**config.mk**
```make
export PLATFORM = sky130hd
export DESIGN_NAME = issue_sequencer
export DESIGN_NICKNAME = d
export VERILOG_FILES = /design/src/rtl/b32p_pkg.sv /design/src/rtl/reg_scoreboard.sv /design/src/rtl/issue_sequencer.sv
export SDC_FILE = /design/constraint.sdc
export NUM_CORES = 1
export LEC_CHECK = 0
export ABC_CLOCK_PERIOD_IN_PS = 3540
export CAP_MARGIN = 20
export CORE_ASPECT_RATIO = 0.8
export CORE_MARGIN = 5
export CORE_UTILIZATION = 38
export CTS_BUF_LIST = sky130_fd_sc_hd__clkbuf_4
export CTS_CLUSTER_DIAMETER = 60
export DETAILED_ROUTE_END_ITERATION = 10
export SKIP_LAST_GASP = 1
export SLEW_MARGIN = 20
export SYNTH_ARGS = -nofsm -noshare
export SYNTH_HDL_FRONTEND = slang
export SYNTH_SLANG_ARGS = --single-unit
```
**constraint.sdc**
```tcl
create_clock -name clk -period 3.54 [get_ports clk]
set_clock_uncertainty 0.1 [all_clocks]
set_input_delay 0.708 -clock clk [delete_from_list [all_inputs] [get_ports clk]]
set_output_delay 0.708 -clock clk [all_outputs]
set_load 0.1 [all_outputs]
```
**src/rtl/b32p_pkg.sv**
```systemverilog
// b32p_pkg: shared constants and helpers for the B32P issue sequencer.
// Opcode values, FSM state and stall-cause encodings, and the opcode
// classification functions used by the issue logic.
// Build option: ISSUE_FWD_EN -- EX->EX forwarding present, so only READ
// results are tracked in the scoreboard.
package b32p_pkg;

  localparam int unsigned OP_W    = 4;
  localparam int unsigned REG_W   = 4;
  localparam int unsigned NREGS   = 16;
  localparam int unsigned STALL_W = 2;

  localparam logic [OP_W-1:0] OP_ARITH  = 4'b0000;
  localparam logic [OP_W-1:0] OP_ARITHC = 4'b0001;
  localparam logic [OP_W-1:0] OP_BRANCH = 4'b0110;
  localparam logic [OP_W-1:0] OP_LOAD   = 4'b0111;
  localparam logic [OP_W-1:0] OP_JUMP   = 4'b1001;
  localparam logic [OP_W-1:0] OP_JUMPR  = 4'b1010;
  localparam logic [OP_W-1:0] OP_WRITE  = 4'b1101;
  localparam logic [OP_W-1:0] OP_READ   = 4'b1110;
  localparam logic [OP_W-1:0] OP_HALT   = 4'b1111;

  typedef enum logic [1:0] {
    ST_RUN       = 2'd0,
    ST_CTRL_WAIT = 2'd1,
    ST_HALTED    = 2'd2
  } state_e;

  typedef enum logic [STALL_W-1:0] {
    STALL_NONE = 2'd0,
    STALL_DATA = 2'd1,
    STALL_CTRL = 2'd2,
    STALL_MEM  = 2'd3
  } stall_e;

  // Opcode produces a result that later instructions must wait for.
  function automatic logic writes_dreg(input logic [OP_W-1:0] op);
`ifdef ISSUE_FWD_EN
    return op == OP_READ;
`else
    return op inside {OP_ARITH, OP_ARITHC, OP_LOAD, OP_READ};
`endif
  endfunction

  // Opcode consumes areg/breg.
  function automatic logic reads_src(input logic [OP_W-1:0] op);
    return !(op inside {OP_LOAD, OP_JUMP, OP_HALT});
  endfunction

  // Opcode redirects control flow and must be resolved before further issue.
  function automatic logic is_ctrl(input logic [OP_W-1:0] op);
    return op inside {OP_BRANCH, OP_JUMP, OP_JUMPR};
  endfunction

endpackage

```
**src/rtl/reg_scoreboard.sv**
```systemverilog
// reg_scoreboard: pending-write bit per architectural register.
// Ports: clk/resetn; set_en_i/set_reg_i mark a register pending on issue;
// clr_en_i/clr_reg_i clear it on writeback (set wins on collision);
// areg_i/breg_i/dreg_i lookups return combinational pending flags.
module reg_scoreboard
  import b32p_pkg::*;
(
  input  logic             clk,
  input  logic             resetn,
  input  logic             set_en_i,
  input  logic [REG_W-1:0] set_reg_i,
  input  logic             clr_en_i,
  input  logic [REG_W-1:0] clr_reg_i,
  input  logic [REG_W-1:0] areg_i,
  input  logic [REG_W-1:0] breg_i,
  input  logic [REG_W-1:0] dreg_i,
  output logic             a_pend_c_o,
  output logic             b_pend_c_o,
  output logic             d_pend_c_o
);

  logic [NREGS-1:0] sb_q, sb_d;

  // Clear first so a same-cycle set on the same register wins; r0 never pends.
  always_comb begin
    sb_d = sb_q;
    if (clr_en_i) sb_d[clr_reg_i] = 1'b0;
    if (set_en_i) sb_d[set_reg_i] = 1'b1;
    sb_d[0] = 1'b0;
  end

  always_ff @(posedge clk or negedge resetn) begin
    if (!resetn) sb_q <= '0;
    else         sb_q <= sb_d;
  end

  assign a_pend_c_o = sb_q[areg_i];
  assign b_pend_c_o = sb_q[breg_i];
  assign d_pend_c_o = sb_q[dreg_i];

endmodule

```
**src/rtl/issue_sequencer.sv**
```systemverilog
// issue_sequencer: issue/hazard controller between ID and EX of B32P.
// Holds decoded instructions on RAW/WAW hazards, behind unresolved control
// flow, while memory is busy, and forever after HALT.
// Ports: id_* decoded instruction in, id_ready accept (comb), ex_issue
// registered issue strobe, mem_busy, br_resolved/br_taken from EX,
// wb_valid/wb_dreg writeback, flush (comb pulse), halted (sticky),
// stall_cause (comb, 0 when id_valid=0).
// Build option: ISSUE_FWD_EN (see b32p_pkg).
module issue_sequencer
  import b32p_pkg::*;
(
  input  logic               clk,
  input  logic               resetn,
  input  logic               id_valid,
  input  logic [OP_W-1:0]    id_instr_op,
  input  logic [REG_W-1:0]   id_areg,
  input  logic [REG_W-1:0]   id_breg,
  input  logic [REG_W-1:0]   id_dreg,
  output logic               id_ready,
  output logic               ex_issue,
  input  logic               mem_busy,
  input  logic               br_resolved,
  input  logic               br_taken,
  input  logic               wb_valid,
  input  logic [REG_W-1:0]   wb_dreg,
  output logic               flush,
  output logic               halted,
  output logic [STALL_W-1:0] stall_cause
);

  state_e state_q, state_d;
  logic   ex_issue_q;
  logic   a_pend_c, b_pend_c, d_pend_c;
  logic   writer_c, hazard_c, issue_c;

  reg_scoreboard u_sb (
    .clk        (clk),
    .resetn     (resetn),
    .set_en_i   (issue_c & writer_c),
    .set_reg_i  (id_dreg),
    .clr_en_i   (wb_valid),
    .clr_reg_i  (wb_dreg),
    .areg_i     (id_areg),
    .breg_i     (id_breg),
    .dreg_i     (id_dreg),
    .a_pend_c_o (a_pend_c),
    .b_pend_c_o (b_pend_c),
    .d_pend_c_o (d_pend_c)
  );

  // Hazard detection and issue handshake.
  always_comb begin
    writer_c = writes_dreg(id_instr_op) && (id_dreg != '0);
    hazard_c = (reads_src(id_instr_op) && (a_pend_c || b_pend_c))
             || (writer_c && d_pend_c);
    id_ready = (state_q == ST_RUN) && !mem_busy && !hazard_c;
    issue_c  = id_valid && id_ready;
  end

  // Next state and flush; resolves seen outside CTRL_WAIT are ignored.
  always_comb begin
    state_d = state_q;
    flush   = 1'b0;
    case (state_q)
      ST_RUN: begin
        if (issue_c) begin
          if (id_instr_op == OP_HALT)   state_d = ST_HALTED;
          else if (is_ctrl(id_instr_op)) state_d = ST_CTRL_WAIT;
        end
      end
      ST_CTRL_WAIT: begin
        if (br_resolved) begin
          state_d = ST_RUN;
          flush   = br_taken;
        end
      end
      ST_HALTED: state_d = ST_HALTED;
      default:   state_d = ST_RUN;
    endcase
  end

  // Stall reason, highest priority first.
  always_comb begin
    stall_cause = STALL_NONE;
    if (id_valid) begin
      if (mem_busy || (state_q == ST_HALTED)) stall_cause = STALL_MEM;
      else if (state_q == ST_CTRL_WAIT)       stall_cause = STALL_CTRL;
      else if (hazard_c)                      stall_cause = STALL_DATA;
    end
  end

  always_ff @(posedge clk or negedge resetn) begin
    if (!resetn) begin
      state_q    <= ST_RUN;
      ex_issue_q <= 1'b0;
    end else begin
      state_q    <= state_d;
      ex_issue_q <= issue_c;
    end
  end

  assign ex_issue = ex_issue_q;
  assign halted   = (state_q == ST_HALTED);

endmodule

```
* Word level (Yosys, flattened, before mapping) *
Index checks and enable logic that the tools add are counted.

storage, ports and cells
  input port bits = 27
  output and inout port bits = 6
  logic and storage cells = 69
  bits in registers = 18

operators by class
  magnitude comparators = 6
  muxes and demuxes = 23
  equal/unequal tests = 12
  bitwise gates (word level) = 4
  reduce and logical (&&, ||, !) cells = 21

operators with widths
  kind                                                  number
  2-to-1 mux 16 bit                                     2
  < comparator 4 x 5 -> 1 bit (second input constant)   4
  bitwise AND 16 bit                                    1
  == test 4 bit (second input constant)                 4
  inverter 16 bit                                       1
  OR 16 bit                                             1
  2-to-1 mux 2 bit                                      7
  binary-select mux 1 bit (select 4 bit)                3
  demux 1 bit (select 4 bit)                            2
  == test 4 x 3 -> 1 bit (second input constant)        2
  >= comparator 4 x 1 -> 1 bit (second input constant)  2
  logical AND 1 bit                                     8
  2-to-1 mux 1 bit                                      8
  nonzero test 4 bit                                    2
  one-hot mux 2 bit (3 select lines)                    1
  nonzero test 3 bit                                    2
  == test 4 x 1 -> 1 bit (second input constant)        1
  logical NOT 4 bit                                     1
  != test 2 bit (second input constant)                 2
  logical NOT 1 bit                                     3
  logical OR 1 bit                                      3
  != test 3 x 2 -> 1 bit (second input constant)        1
  AND reduction 3 bit                                   1
  == test 2 x 1 -> 1 bit (second input constant)        1
  3 further kinds                                       3

* Logic depth before layout (Yosys ltp) *
  depth in word-level cells = 10
  gate-level depth with buffers = 7

* Hierarchy *
Synthesis repeated with hierarchy kept, for this count alone.

second synthesis, totals
  cells, all modules = 145
  area, all modules = 1,390.1 sq um

by module, submodules not included
  module           sequential area each (sq um)  cells each  area each (sq um)  times used
  reg_scoreboard   375.4                         108         1,076.0            1
  issue_sequencer  75.1                          37          314.1              1

* Least setup slack after synthesis *
Ideal clock, no wire load.

  path type = in2out
  start point = in id_breg[1]
  end point = out id_ready
  required time = 2,732 ps
  stages on the path = 7
  arrival time = 4,198 ps
  setup slack = -1,466 ps
  cell sequence = buf_6 > mux2_2 > a2111oi_0 > a211oi_1 > a2bb2oi_2 > buf_6 > nor3b_1

on the way
  longest elaborated chain between the ends = 7

RTL lines
  what                                    line                   source
  start, declared                         issue_sequencer.sv:17  input logic [REG_W-1:0] id_breg,
  binary-select mux 1 bit (select 4 bit)  reg_scoreboard.sv:38   assign b_pend_c_o = sb_q[breg_i];
  2-to-1 mux 1 bit (implied by the code)  reg_scoreboard.sv:38
  logical OR 1 bit                        issue_sequencer.sv:54  hazard_c = (reads_src(id_instr_op) && (a_pend_c || b_pend_c))
  logical AND 1 bit                       issue_sequencer.sv:54
  logical OR 1 bit                        issue_sequencer.sv:55  || (writer_c && d_pend_c);
  logical NOT 1 bit                       issue_sequencer.sv:56  id_ready = (state_q == ST_RUN) && !mem_busy && !hazard_c;
  logical AND 1 bit                       issue_sequencer.sv:56
  end, declared                           issue_sequencer.sv:19  output logic id_ready,

Every way passes these cells. The select of a mux whose other input is x is not followed.

* Worst setup path in the final report *
  start point = in id_dreg[1]
  end point = out stall_cause[0]

on the way
  longest elaborated chain between the ends = 8
  elaborated cells between the ends (all ways) = 10
  those cells by class = mux (6); reduce/logical (4)

RTL lines
  what                                                                          line                                         source
  start, declared                                                               issue_sequencer.sv:18                        input logic [REG_W-1:0] id_dreg,
  binary-select mux 1 bit (select 4 bit) or nonzero test 4 bit (tied branches)  reg_scoreboard.sv:39, issue_sequencer.sv:53
  2-to-1 mux 1 bit (implied by the code) or logical AND 1 bit (tied branches)   reg_scoreboard.sv:39, issue_sequencer.sv:53
  logical AND 1 bit (*)                                                         issue_sequencer.sv:55
  logical OR 1 bit (*)                                                          issue_sequencer.sv:55
  2-to-1 mux 1 bit (*)                                                          issue_sequencer.sv:88                        else if (hazard_c) stall_cause = STALL_DATA;
  2-to-1 mux 2 bit (*)                                                          issue_sequencer.sv:87                        else if (state_q == ST_CTRL_WAIT) stall_cause = STALL_CTRL;
  2-to-1 mux 2 bit (*)                                                          issue_sequencer.sv:86                        if (mem_busy || (state_q == ST_HALTED)) stall_cause = STALL_MEM;
  2-to-1 mux 2 bit (*)                                                          issue_sequencer.sv:85                        if (id_valid) begin
  end, declared                                                                 issue_sequencer.sv:28                        output logic [STALL_W-1:0] stall_cause

Every way passes the cells marked *; elsewhere a longest branch is shown, timed or not. The select of a mux whose other input is x is not followed.

==> impl_metrics.yaml <==
status:
  outcome: "finished, final reports clean"
critical_path:
  critPathTopFamily: "multiplexers"
  reg2reg_slack_ps: 1420
  r2r_end: "state_q[0]"
  crit_buf_inv: 4
  cp_max_fo: 5
  crit_required_ps: 2730
  cp_slowest_cell: "mux4_2"
  crit_chain: "dlygate4sd2_1, buf_6, buf_4, mux2i_1, mux4_2, mux2_4, nor2_1, o41a_2, buf_12"
  crit_path_start_kind: "input pin"
  r2r.worst_path.cells: 7
  crit-reg2reg-launch: "u_sb.sb_q[14]"
  crit_type: "input pin to output pin"
  worstPathArrival_ps: 2590
  cp_slowest_stage_delay_ps: 490
  critPathCaptureType: "output pin"
yosys:
  yosys-top-cells-count: "o21ai_0 (24), dfrtp_1 (18), nand4_1 (15)"
  synthFlopType: "dfrtp_1"
  yosys-top-cells-area: "dfrtp_1 (31%), mux4_2 (9.4%), o21ai_0 (8.4%)"
  yosysMostFrequentCell: "o21ai_0"
  ys_seq_elements: 18
  synthArstFlopShare: 1.00
  synth_xor_area_frac: 0.00612
  synth.avg_cell_area_sq_um: 9.80
  yosys.area_share.simple: 0.228
  ys_types: 37
  synth_top_family_by_area: "simple AND/OR/NAND/NOR gates"
  synth_compound_area_frac: 0.216
  syn_area_sq_mm: 0.00143
  synthCells: 146
  synthMuxAreaShare: 0.208
  syn_nets: 173
  yosysWarningCount: 0
  yosysSeqAreaShare: 0.315
  synth-edff-count: 0
  synth_top_cell_by_area: "dfrtp_1"
  post-synth-top-area-fraction: 0.315
  synthAdderAreaFrac: 0
timing:
  setup_viol: 0
  final.min_clock_period_ps: 3390
  finalCritPeriodShare: 0.959
  report.final.hold_viol_count: 0
  slew_violations: 0
  worstMarginPinSlew_ps: 971
  max_freq_ghz: 0.295
  relSlewSlack: 0.351
  rsz0062_at_grt: "no"
routing:
  drtIter0Drc: 100
  viasPerCell: 5.84
  drtPass1Iterations: 4
  vias: 1373
  wl_mm: 4.09
  wl_per_cell_um: 17.4
  drc: 0
  ant_nets: 0
job:
  timing.max_cap.violations: 0
clock_network:
  numCtsBuffers: 3
  clock-sinks: 18
  path_clk_slew_ps: 100
  cts_buffer_depth: 2
  cts_hold_buf: 0
  cts-htree-levels: 1
  root_buffer: "clkbuf_4"
  cts_tree: "yes"
  clkLatencyLatePin_ps: 290
pwr:
  powerDensity_mw_per_mm2: 306
  p_leak_nw: 0.803
  peakVddDrop_mv: 0.139
  fin_total_pwr_mw: 0.602
place:
  postPlaceCellArea_sq_mm: 0.00189
  gp_congestion: 0.816
  io_buffers: 32
  dpl.hpwl_mm: 3.29
global_routing:
  grt_pass1_wl_mm: 6.77
  grt_remaining_overflow: 0
  grt_max_degree: 19
  grt_pass1_vias: 1368
  antenna_found_initial: 0
  grt_usage: 0.167
final_layout:
  syn2layout_area_growth_pct: 37.7
  nets: 219
  fill_cells: 340
  diodes: 0
  drive_above_1_share: 0.277
  fin_area_sq_mm: 0.00197
floorplan:
  dieHeight_um: 64.9
  core_sq_mm: 0.00370
  die-area_sq_mm: 0.00510
  ioPinCount: 33
  die_w_um: 78.6
  rows: 20
  start_util: 0.386
worst_hold_path:
  hold_end: "state_q[1]"
  hp-start: "state_q[0]"
  whs_path_depth: 1
  hold_class: "register to register"
==> metrics by stage <==
step           setup slack (ps)  std cells  utilization  setup TNS [ps]  hold slack, ps
2_1_floorplan              -101        146            -            -101             312
3_3_place_gp               -180        229        0.509            -323             399
3_5_place_dp               -187        229        0.509            -328             407
4_1_cts                    17.7        235        0.531               0             422
5_1_grt                    85.2        235        0.532               0             488
6_report                    146        235        0.532               0             426
==> routing by layer <==
layer  routed length (um)  GRT usage  vias to the layer above
met5                    0          0                        -
met4                   16     0.0328                        0
met3                  271     0.0194                        2
met2                 1890      0.262                       44
met1                 1920      0.249                      655
li1                     -          -                      672
==> placed cells by master (no fill, tap or decap), types with 2 or more instances in the layout <==
| cell | n |
|---|---|
| o21ai_0 | 24 |
| clkdlybuf4s50_1 | 20 |
| dfrtp_1 | 18 |
| nand4_1 | 15 |
| buf_4 | 14 |
| mux2i_1 | 8 |
| o21ai_2 | 8 |
| mux4_2 | 7 |
| nor2b_1 | 7 |
| nand2_1 | 6 |
| nor2_1 | 6 |
| nand2b_1 | 5 |
| nor3_1 | 4 |
| mux2_2 | 3 |
| clkbuf_4 | 3 |
| dlygate4sd2_1 | 3 |
| dlymetal6s2s_1 | 3 |
| buf_6 | 3 |
| mux2_4 | 2 |
| o32ai_1 | 2 |
| nand3b_1 | 2 |
| and2_1 | 2 |
| buf_12 | 2 |
==> state kept, by name, summed over array words and instances, names as in the netlist <==
| signal | count |
|---|---|
| u_sb.sb_q | 15 |
| state_q | 2 |
| ex_issue | 1 |
==> how the worst max path moves through the flow <==
stage / start / to / slack (ps) / cells past startpoint
after CTS: id_areg[2] / stall_cause[0] / 20 / 7
after floorplan: id_breg[1] / id_ready / -100 / 7
after global routing: id_dreg[1] / stall_cause[0] / 90 / 9
after global placement: id_breg[1] / stall_cause[0] / -180 / 7
final: id_dreg[1] / stall_cause[0] / 150 / 9
after detailed placement: id_breg[1] / stall_cause[0] / -190 / 7
==> power breakdown <==
| part | switching [mW] | total, mW | internal (mW) |
|---|---|---|---|
| registers | 0.0203 | 0.242 | 0.222 |
| clock network | 0.0626 | 0.104 | 0.0409 |
| logic | 0.148 | 0.256 | 0.108 |
==> cell type report <==
| cell class | instances | area (sq um) | share of cell area |
|---|---|---|---|
| Clock buffer | 3 | 22.5 | 0.0114 |
| Multi-Input combinational cell | 123 | 990 | 0.503 |
| Sequential cell | 18 | 450 | 0.229 |
| Clock inverter | 1 | 3.75 | 0.00191 |
| Timing Repair Buffer | 46 | 448 | 0.227 |
| Tap cell | 44 | 55.1 | 0.0280 |
==> cells by family after synthesis <==
group	Yosys count
multiplexers	20
buffers and inverters	5
flip-flops	18
XOR/XNOR	1
AO/OA/AOI/OAI	46
AND/OR/NAND/NOR	56
==> repair_timing <==
action,4_1_cts,5_1_grt
gates resized for setup,15,5
endpoints found under the setup margin,2,2
pin swaps,4,0
setup buffers,2,0
cloned,0,0
Note: power is estimated with default switching activity, not from simulation.
